==> src/rtl/conv_window_ctrl.sv <==
// Frame sequencer for the 3x3 sliding-window datapath: streams one frame from image
// memory into the window generator and hands completed windows to the conv stage.
module conv_window_ctrl #(
    parameter int IMG_W  = 28,
    parameter int IMG_H  = 28,
    parameter int PIX_W  = 8,
    parameter int ADDR_W = 10
) (
    input  logic              iClk,
    input  logic              iRsn,
    input  logic              iStart,
    output logic              oMemRd,
    output logic [ADDR_W-1:0] oMemAddr,
    input  logic [PIX_W-1:0]  iMemData,
    output logic              oWinRsn,
    output logic [PIX_W-1:0]  oPixel,
    output logic              oPixelValid,
    output logic              oWinValid,
    input  logic              iConvReady,
    output logic [4:0]        oWinRow,
    output logic [4:0]        oWinCol,
    output logic              oBusy,
    output logic              oDone
);

    localparam int NPIX = IMG_W * IMG_H;

    typedef enum logic [1:0] {IDLE, RUN, DRAIN, DONE} stateT;

    stateT             rState, sNext;
    logic [ADDR_W-1:0] rAddr;
    logic              rInflight;
    logic [1:0]        rCount;
    logic              rWrPtr, rRdPtr;
    logic [PIX_W-1:0]  rFifo [2];
    logic [4:0]        rCol, rRow;
    logic              rWinClr;

    logic startAcc, handshake, push, fifoWr, fifoRd, qualify, lastWin;

    assign startAcc  = (rState == IDLE) && iStart;
    assign handshake = oWinValid && iConvReady;

    // Returning read data bypasses an empty FIFO so the stream sustains 1 pixel/clock.
    assign oPixelValid = ((rCount != 2'd0) || rInflight) && !(oWinValid && !iConvReady);
    assign push        = oPixelValid;
    assign oPixel      = (rCount != 2'd0) ? rFifo[rRdPtr] : (rInflight ? iMemData : '0);
    assign fifoRd      = push && (rCount != 2'd0);
    assign fifoWr      = rInflight && !(push && (rCount == 2'd0));

    assign oMemRd   = (rState == RUN) && (({1'b0, rCount} + {2'b0, rInflight}) < 3'd2);
    assign oMemAddr = rAddr;

    assign qualify = (rRow >= 5'd2) && (rCol >= 5'd2);
    assign lastWin = handshake && (oWinRow == 5'(IMG_H - 3)) && (oWinCol == 5'(IMG_W - 3));

    assign oWinRsn = !rWinClr;
    assign oBusy   = (rState == RUN) || (rState == DRAIN);
    assign oDone   = (rState == DONE);

    always_comb begin
        // NOTE: default assigned first so every path drives sNext and no latch is inferred.
        sNext = rState;
        unique case (rState)
            IDLE:  if (iStart) sNext = RUN;
            RUN:   if (oMemRd && (rAddr == ADDR_W'(NPIX - 1))) sNext = DRAIN;
            DRAIN: if (lastWin) sNext = DONE;
            DONE:  sNext = IDLE;
            default: sNext = IDLE;
        endcase
    end

    always_ff @(posedge iClk or negedge iRsn) begin
        if (!iRsn) begin
            rState    <= IDLE;
            rAddr     <= '0;
            rInflight <= 1'b0;
            rCount    <= 2'd0;
            rWrPtr    <= 1'b0;
            rRdPtr    <= 1'b0;
            rCol      <= 5'd0;
            rRow      <= 5'd0;
            rWinClr   <= 1'b0;
            oWinValid <= 1'b0;
            oWinRow   <= 5'd0;
            oWinCol   <= 5'd0;
        end else begin
            // NOTE: non-blocking assignments so every register samples pre-edge values.
            rState    <= sNext;
            rWinClr   <= startAcc;
            rInflight <= oMemRd;
            rCount    <= rCount + {1'b0, fifoWr} - {1'b0, fifoRd};
            if (fifoWr) rWrPtr <= ~rWrPtr;
            if (fifoRd) rRdPtr <= ~rRdPtr;

            if (startAcc)    rAddr <= '0;
            else if (oMemRd) rAddr <= rAddr + 1'b1;

            if (startAcc) begin
                rCol <= 5'd0;
                rRow <= 5'd0;
            end else if (push) begin
                if (rCol == 5'(IMG_W - 1)) begin
                    rCol <= 5'd0;
                    rRow <= rRow + 5'd1;
                end else begin
                    rCol <= rCol + 5'd1;
                end
            end

            // A qualifying push at a handshake edge keeps the window valid with new coordinates.
            if (push && qualify) begin
                oWinValid <= 1'b1;
                oWinRow   <= rRow - 5'd2;
                oWinCol   <= rCol - 5'd2;
            end else if (handshake) begin
                oWinValid <= 1'b0;
            end
        end
    end

    // NOTE: storage is left unreset; rCount alone defines which entries are meaningful.
    always_ff @(posedge iClk) begin
        if (fifoWr) rFifo[rWrPtr] <= iMemData;
    end

endmodule

==> config.mk <==
export PLATFORM = sky130hd
export DESIGN_NAME = conv_window_ctrl
export DESIGN_NICKNAME = d
export VERILOG_FILES = /design/src/rtl/conv_window_ctrl.sv
export SDC_FILE = /design/constraint.sdc
export NUM_CORES = 1
export LEC_CHECK = 0
export BUFFER_PORTS_ARGS = -buffer_cell sky130_fd_sc_hd__buf_2
export CELL_PAD_IN_SITES_DETAIL_PLACEMENT = 1
export CELL_PAD_IN_SITES_GLOBAL_PLACEMENT = 1
export CORE_ASPECT_RATIO = 1.4
export CORE_MARGIN = 3
export CORE_UTILIZATION = 30
export DETAILED_ROUTE_END_ITERATION = 7
export PLACE_DENSITY = 0.56
export SYNTH_ARGS = -nofsm -noshare
export SYNTH_HDL_FRONTEND = slang
export SYNTH_SLANG_ARGS = --single-unit
==> constraint.sdc <==
create_clock -name iClk -period 2.5 [get_ports iClk]
set_input_delay 0.375 -clock iClk [delete_from_list [all_inputs] [get_ports iClk]]
set_output_delay 0.375 -clock iClk [all_outputs]
set_load 0.05 [all_outputs]
==> summary.md, run 1 <==
| Metric | Value |
|---|---|
| Fin. Hold Viols | `0` |
| H-tree Lvls | `2` |
| Combinational power share | `between 40% and 50%` |
| Final period utilization | `about 89%` |
| Clock slew at reported path FFs | `approximately 0.070 ns` |
| Clk_lat worst skew | `slightly below 0.3 ns` |
| CTS Buf Count | `5` |
| Vias in the first global route | `just under 2,000` |
| Max cap viols | `0` |
| WL final | `5830 µm` |
| Mapped cell area | `between 0.002 and 0.003 mm²` |
| Worst Tran Pin Value | `roughly 0.9 ns` |
| Register area share after synthesis | `54.9%` |
| GPL Wtd Cong | `approximately 0.76` |
| Setup WS post-layout | `approximately 0.28 ns` |
| Max Clock Freq | `between 400 and 500 MHz` |
| Core Region | `0.00861 mm²` |
| Clock Sinks | `55` |
| Drt drc | `0` |
| Area share of the largest cell type after synthesis | `36.8%` |
| First-pass DRT Iterations | `3` |
| Setup TNS | `0 ns` |
| Total gr overflow | `0` |
| Die footprint | `0.0100 mm²` |
| Starting DRT DRC Count | `46` |
| Rows | `40` |
| Layout cell share with drive strength beyond 1 | `20.9%` |
| Largest net degree at the start of global routing | `40` |
| CTS tree | `done` |
| CP required | `2.12 ns` |
| Clock power share | `about a fifth` |
| Synth Net Count | `269` |
| Buffers on Ports | `45` |
| Most instantiated cells after synthesis | `39 x dfrtp_1, 23 x nor2_1, 20 x nand2_1` |
| Synth area leader | `dfrtp_1` |
| Maximum resistive drop on vdd | `about 0.00059 V` |
| Final Net Count | `319` |
| DRT antenna net count | `0` |
| Critical R2R Capture | `rState[1]` |
| Layout area overhead | `20.1%` |
| Crit end category | `output port` |
| Hold WC Path Type | `input port to asynchronous set/reset pin` |
| Reg-to-reg startpoint | `rState[1]` |
| Yosys reg bits | `55` |
| Max stage delay on crit path | `between 0.5 and 0.6 ns` |
| PostCTS Resize Cnt | `0` |
| DR vias | `between 1,500 and 2,000` |
| Top Family by Delay on Critical Path | `simple AND/OR/NAND/NOR gates` |
| GRT Util Overall | `approximately an eighth` |
| # setup viols final | `0` |
| Yosys cell types | `34` |
| Hold_ws | `0.219 ns` |
| Crit Path Class | `flop to output port` |
| Relative slew slack | `about two fifths` |
| Main synth FF type | `dfrtp_1` |
| Top cells by area, synth | `dfrtp_1 37%, edfxtp_1 18%, ha_1 7.5%` |
| Post-CTS Setup Repair Bufs | `0` |
| Arrival @ worst endpoint | `about 1.9 ns` |
| Post-DP HPWL | `between 4000 and 5000 µm` |
| Starting density of the core | `a little under a third` |
| Cell Chain, Critical Path | `nor3_1 > or2_1 > inv_1 > buf_2` |
| Status | `finished, final reports clean` |
| Maximum buffer depth of the clock tree | `2` |
| Vias per std cell | `4.74` |
| R2R Setup Slk | `between 0.3 and 0.4 ns` |
| Mapped Avg Cell Area | `approximately 11 µm²` |
| Post-Syn Instances | `roughly 240` |
| CP max stage cell | `dfrtp_1` |
| Initial antenna violation count | `0` |
| Leakage Power | `between 1 and 1.5 nW` |
| ANT cells | `0` |
| Pre-CTS setup slack | `about 0.34 ns` |
| NetSw | `about 2.0 mW` |
| Crit path time final | `about 2.2 ns` |
| Post-synth EDFFs | `16` |
| Fraction of registers with async set or reset after synthesis | `between 70 and 80%` |
| CP max FO | `14` |
| Clock Tree Root | `clkbuf_16` |
| First-pass GRT wire length | `9860 µm` |
| P_int | `roughly 2.2 mW` |
| Die height | `117 µm` |
| Switching Fraction | `46.6%` |
| Die X | `between 80 and 90 µm` |
| Register share of total power | `34.3%` |
| Hold buffer count at CTS | `0` |
| CP bufs+invs | `2` |
| Unrepaired setup endpoints after global routing | `false` |
| Worst clock skew | `between 0.007 and 0.008 ns` |
| Ys Warns | `0` |
| Count leader, synth | `dfrtp_1` |
| Routed length per instance | `roughly 15 µm` |
| Worst Setup Start Kind | `flop` |
| Cell area power density | `~1300 mW/mm²` |
| # IOs | `46` |
| Max Transition Viols Final | `0` |
| Reg2reg path depth | `7` |
[cell type report]
class | count | area (µm²)
clock inverter | 3 | 38.8
sequential | 55 | 1460
clock buffer | 5 | 125
timing repair buffer | 51 | 270
fill | 991 | 5420
inverter | 12 | 45.0
tap | 105 | 131
multi-input combinational | 166 | 1120
[logic make-up (layout without fill, tap and decap cells)]
logic type                 count (synthesis)  after routing  share of synthesized area, %
DFF                                       55             55                          54.9
AOI/OAI and AO/OA                         37             37                          8.20
muxes                                     12             12                          4.57
buffers and inverters                     20             71                          2.92
adders and majority gates                 16             16                          7.54
and+or+nand+nor                           82             82                          15.6
xor gates and xnor gates                  19             19                          6.27
[worst max path at each step]
stage	start	endpoint	slack [ns]	cells after the start
after floorplan	rRdPtr	oPixel[0]	0.19	3
after global placement	rState[1]	rState[1]	0.42	7
after detailed placement	rState[1]	rState[1]	0.34	7
after CTS	rInflight	oPixelValid	0.24	4
after global routing	rInflight	oPixelValid	0.10	4
final	rInflight	oPixelValid	0.28	4
[power by group through the flow]
stage	Clock, mW	Sequential, mW	Combinational (mW)
finish	0.780	1.44	1.97
global route	0.858	1.49	2.17
CTS	0.806	1.45	2.01
detailed placement	0	1.46	2.00
global placement	0	1.45	1.96
floorplan	0	1.70	1.26
[sequential cells by signal, indices dropped and copies added, names as in the netlist]
register / flops
rWrPtr: 1
rWinClr: 1
rCount: 2
oWinCol: 5
rState: 2
rCol: 5
oWinValid: 1
rFifo: 16
rInflight: 1
oMemAddr: 10
oWinRow: 5
rRow: 5
rRdPtr: 1
[cell usage in the layout (no fill, tap or decap), types with 10 or more instances in the layout]
cell,n
ha_1,16
nand3_1,13
xnor2_1,10
o21ai_0,12
edfxtp_1,16
mux2i_1,11
nor2_1,23
inv_1,12
buf_2,45
dfrtp_1,39
nand2_1,20
[routing by layer]
metal | track usage, % | vias up | wire length (µm)
met5 | 0 | - | 0
met4 | 4.86 | 0 | 103
met3 | 2.17 | 7 | 208
met2 | 21.4 | 32 | 2930
met1 | 15.7 | 911 | 2590
li1 | - | 932 | -
[through the flow]
stage	utilization (%)	power (mW)	cells	cell area, µm²
CTS	37.0	4.26	397	3190
global route	37.0	4.51	397	3190
global placement	35.1	3.41	389	3020
finish	37.0	4.19	397	3190
detailed placement	35.1	3.47	389	3020
floorplan	-	2.96	241	2650
No activity file was read; power rests on OpenSTA's default activity.
==> run 2, diff against run 1 <==
- PLACE_DENSITY: 0.56 -> default
- PLACE_DENSITY_LB_ADDON: default -> 0.1
==> run 2 against run 1 <==
Core utilization grew 0.12 points. Worst setup slack gained 0.079 ns. Largest power group unchanged. Sequential cell count is the same. Wire length grew 3.1%. Final cell count grew 0.25%. Power grew 0.50%. Die area is the same. Combinational power is essentially flat. Highest routed layer unchanged. Clock power grew 0.8%. Global-route usage grew 0.42 points. Critical path type unchanged. Critical path depth is the same. Via count grew 1.5%.
==> summary.md, run 2 (synthesis results as in run 1) <==
| Metric | Value |
|---|---|
| Die X | `~85 µm` |
| Vias per std cell | `about 4.8` |
| Maximum buffer depth of the clock tree | `2` |
| Buffers on Ports | `between 40 and 50` |
| ANT cells | `0` |
| CTS tree | `done` |
| Clock Sinks | `55` |
| GRT Util Overall | `roughly 13%` |
| Most frequent cells in the layout | `45 x buf_2, 39 x dfrtp_1, 23 x nor2_1` |
| Routed length per instance | `15.1 µm` |
| Post-DP HPWL | `4540 µm` |
| Fin. Hold Viols | `0` |
| Max reg flops | `16` |
| Layout area overhead | `20.5%` |
| Hold WC Path Type | `input port to asynchronous set/reset pin` |
| CTS Buf Count | `5` |
| Storage cell area | `0.00146 mm²` |
| Unrepaired setup endpoints after global routing | `false` |
| Fill cell count | `between 900 and 1,000` |
| Post-CTS Setup Repair Bufs | `0` |
| Most common cell after layout, fill and taps aside | `buf_2` |
| Max cap viols | `0` |
| DRT antenna net count | `0` |
| WL final | `between 6000 and 7000 µm` |
| Largest Register | `rFifo` |
| Relative slew slack | `40.5%` |
| Maximum resistive drop on vdd | `approximately 0.00052 V` |
| Core Region | `between 0.008 and 0.009 mm²` |
| Worst clock skew | `approximately 0.0039 ns` |
| CP max FO | `7` |
| Switching Fraction | `46.6%` |
| Clock power share | `a little under a fifth` |
| Die height | `between 100 and 150 µm` |
| Leakage Power | `between 1 and 1.5 nW` |
| Setup TNS | `0 ns` |
| Cell count after placement | `between 300 and 400` |
| Arrival @ worst endpoint | `roughly 1.8 ns` |
| GPL Wtd Cong | `between 0.7 and 0.8` |
| CP required | `2.12 ns` |
| NetSw | `between 1.5 and 2 mW` |
| Layout cell share with drive strength beyond 1 | `21.2%` |
| First-pass DRT Iterations | `4` |
| Final Net Count | `320` |
| Drt drc | `0` |
| Crit Path Class | `flop to output port` |
| Hold buffer count at CTS | `0` |
| Vias in the first global route | `1,997` |
| Max Transition Viols Final | `0` |
| H-tree Lvls | `2` |
| Worst Tran Pin Value | `slightly below 0.9 ns` |
| # IOs | `46` |
| Final period utilization | `a little under nine tenths` |
| Die footprint | `between 0.01 and 0.015 mm²` |
| Crit path time final | `approximately 2.1 ns` |
| Clk_lat worst skew | `a little under 0.3 ns` |
| Clock Tree Root | `clkbuf_16` |
| First-pass GRT wire length | `10,000 µm` |
| Initial antenna violation count | `0` |
| PostCTS Resize Cnt | `0` |
| Crit end category | `output port` |
| Area of the multi-input gates | `around 0.0011 mm²` |
| Rows | `40` |
| Worst Setup Start Kind | `flop` |
| Combinational power share | `between 40% and 50%` |
| Max Clock Freq | `466 MHz` |
| Total gr overflow | `0` |
| DR vias | `about 1,900` |
| # setup viols final | `0` |
| Clock slew at reported path FFs | `0.07 ns` |
| Starting DRT DRC Count | `around 80` |
| Register share of total power | `between 30% and 40%` |
| Starting density of the core | `a little under a third` |
| Cell area power density | `1320 mW/mm²` |
| P_int | `about 2.2 mW` |
| Post-Layout Cell Count | `398` |
| Largest net degree at the start of global routing | `40` |
| Status | `finished, final reports clean` |
[run 2: cell types whose count changed in the layout (fill, tap and decap cells not counted), sizes merged]
cell	change
clkinv	-2
buf	+1
clkinvlp	+1
clkbuf	+1
[run 2: final cells by class]
type                    instances  share of cell area, %
clock inverters                 2                   1.17
repair buffers                 52                   8.69
flip-flops and latches         55                   45.6
well taps                     105                   4.11
multi-input cells             166                   35.0
clock buffers                   6                   4.03
inverters                      12                   1.41
[run 2: critical path: stages (launching register included)]
cell and delay [ns]:
dfrtp_1 0.45, nor3_1 0.32, or2_1 0.32, inv_1 0.15, buf_2 0.24
[run 2: worst paths after layout]
path                            slack [ns]     endpoint        start  cells past startpoint
max in group asynchronous             1.74    rState[1]         iRsn                      1
worst max register to register        0.37    rState[1]    rState[1]                      7
worst max-delay path                  0.36  oPixelValid    rCount[0]                      4
min in group iClk                     0.29  rFifo[0][3]  iMemData[3]                      1
worst min register to register        0.50       rWrPtr       rWrPtr                      1
worst min-delay path                  0.21  oMemAddr[3]         iRsn                      1
[run 2: metrics by stage]
step           util [%]  power [mW]  setup WS [ns]  area (µm²)  hold slack (ns)
4_1_cts            37.1        4.31          0.329        3200            0.254
3_3_place_gp       35.2        3.46          0.410        3030            0.479
5_1_grt            37.1        4.52          0.233        3200            0.282
6_report           37.1        4.21          0.356        3200            0.208
2_1_floorplan         -        2.96          0.189        2650           0.0794
3_5_place_dp       35.2        3.49          0.362        3030            0.492
[run 2: routing by layer]
| layer | up-vias | track usage, % | wire (µm) |
|---|---|---|---|
| li1 | 936 | - | - |
| met1 | 937 | 15.3 | 2530 |
| met2 | 33 | 23.3 | 3190 |
| met3 | 5 | 2.66 | 219 |
| met4 | 0 | 4.12 | 67 |
| met5 | - | 0 | 0 |
[run 2: power groups by stage]
| stage | clock network (mW) | registers [mW] | logic (mW) |
|---|---|---|---|
| 2_1_floorplan | 0 | 1.70 | 1.26 |
| 3_3_place_gp | 0 | 1.44 | 2.02 |
| 3_5_place_dp | 0 | 1.45 | 2.04 |
| 4_1_cts | 0.823 | 1.43 | 2.05 |
| 5_1_grt | 0.860 | 1.47 | 2.19 |
| 6_report | 0.786 | 1.42 | 2.00 |
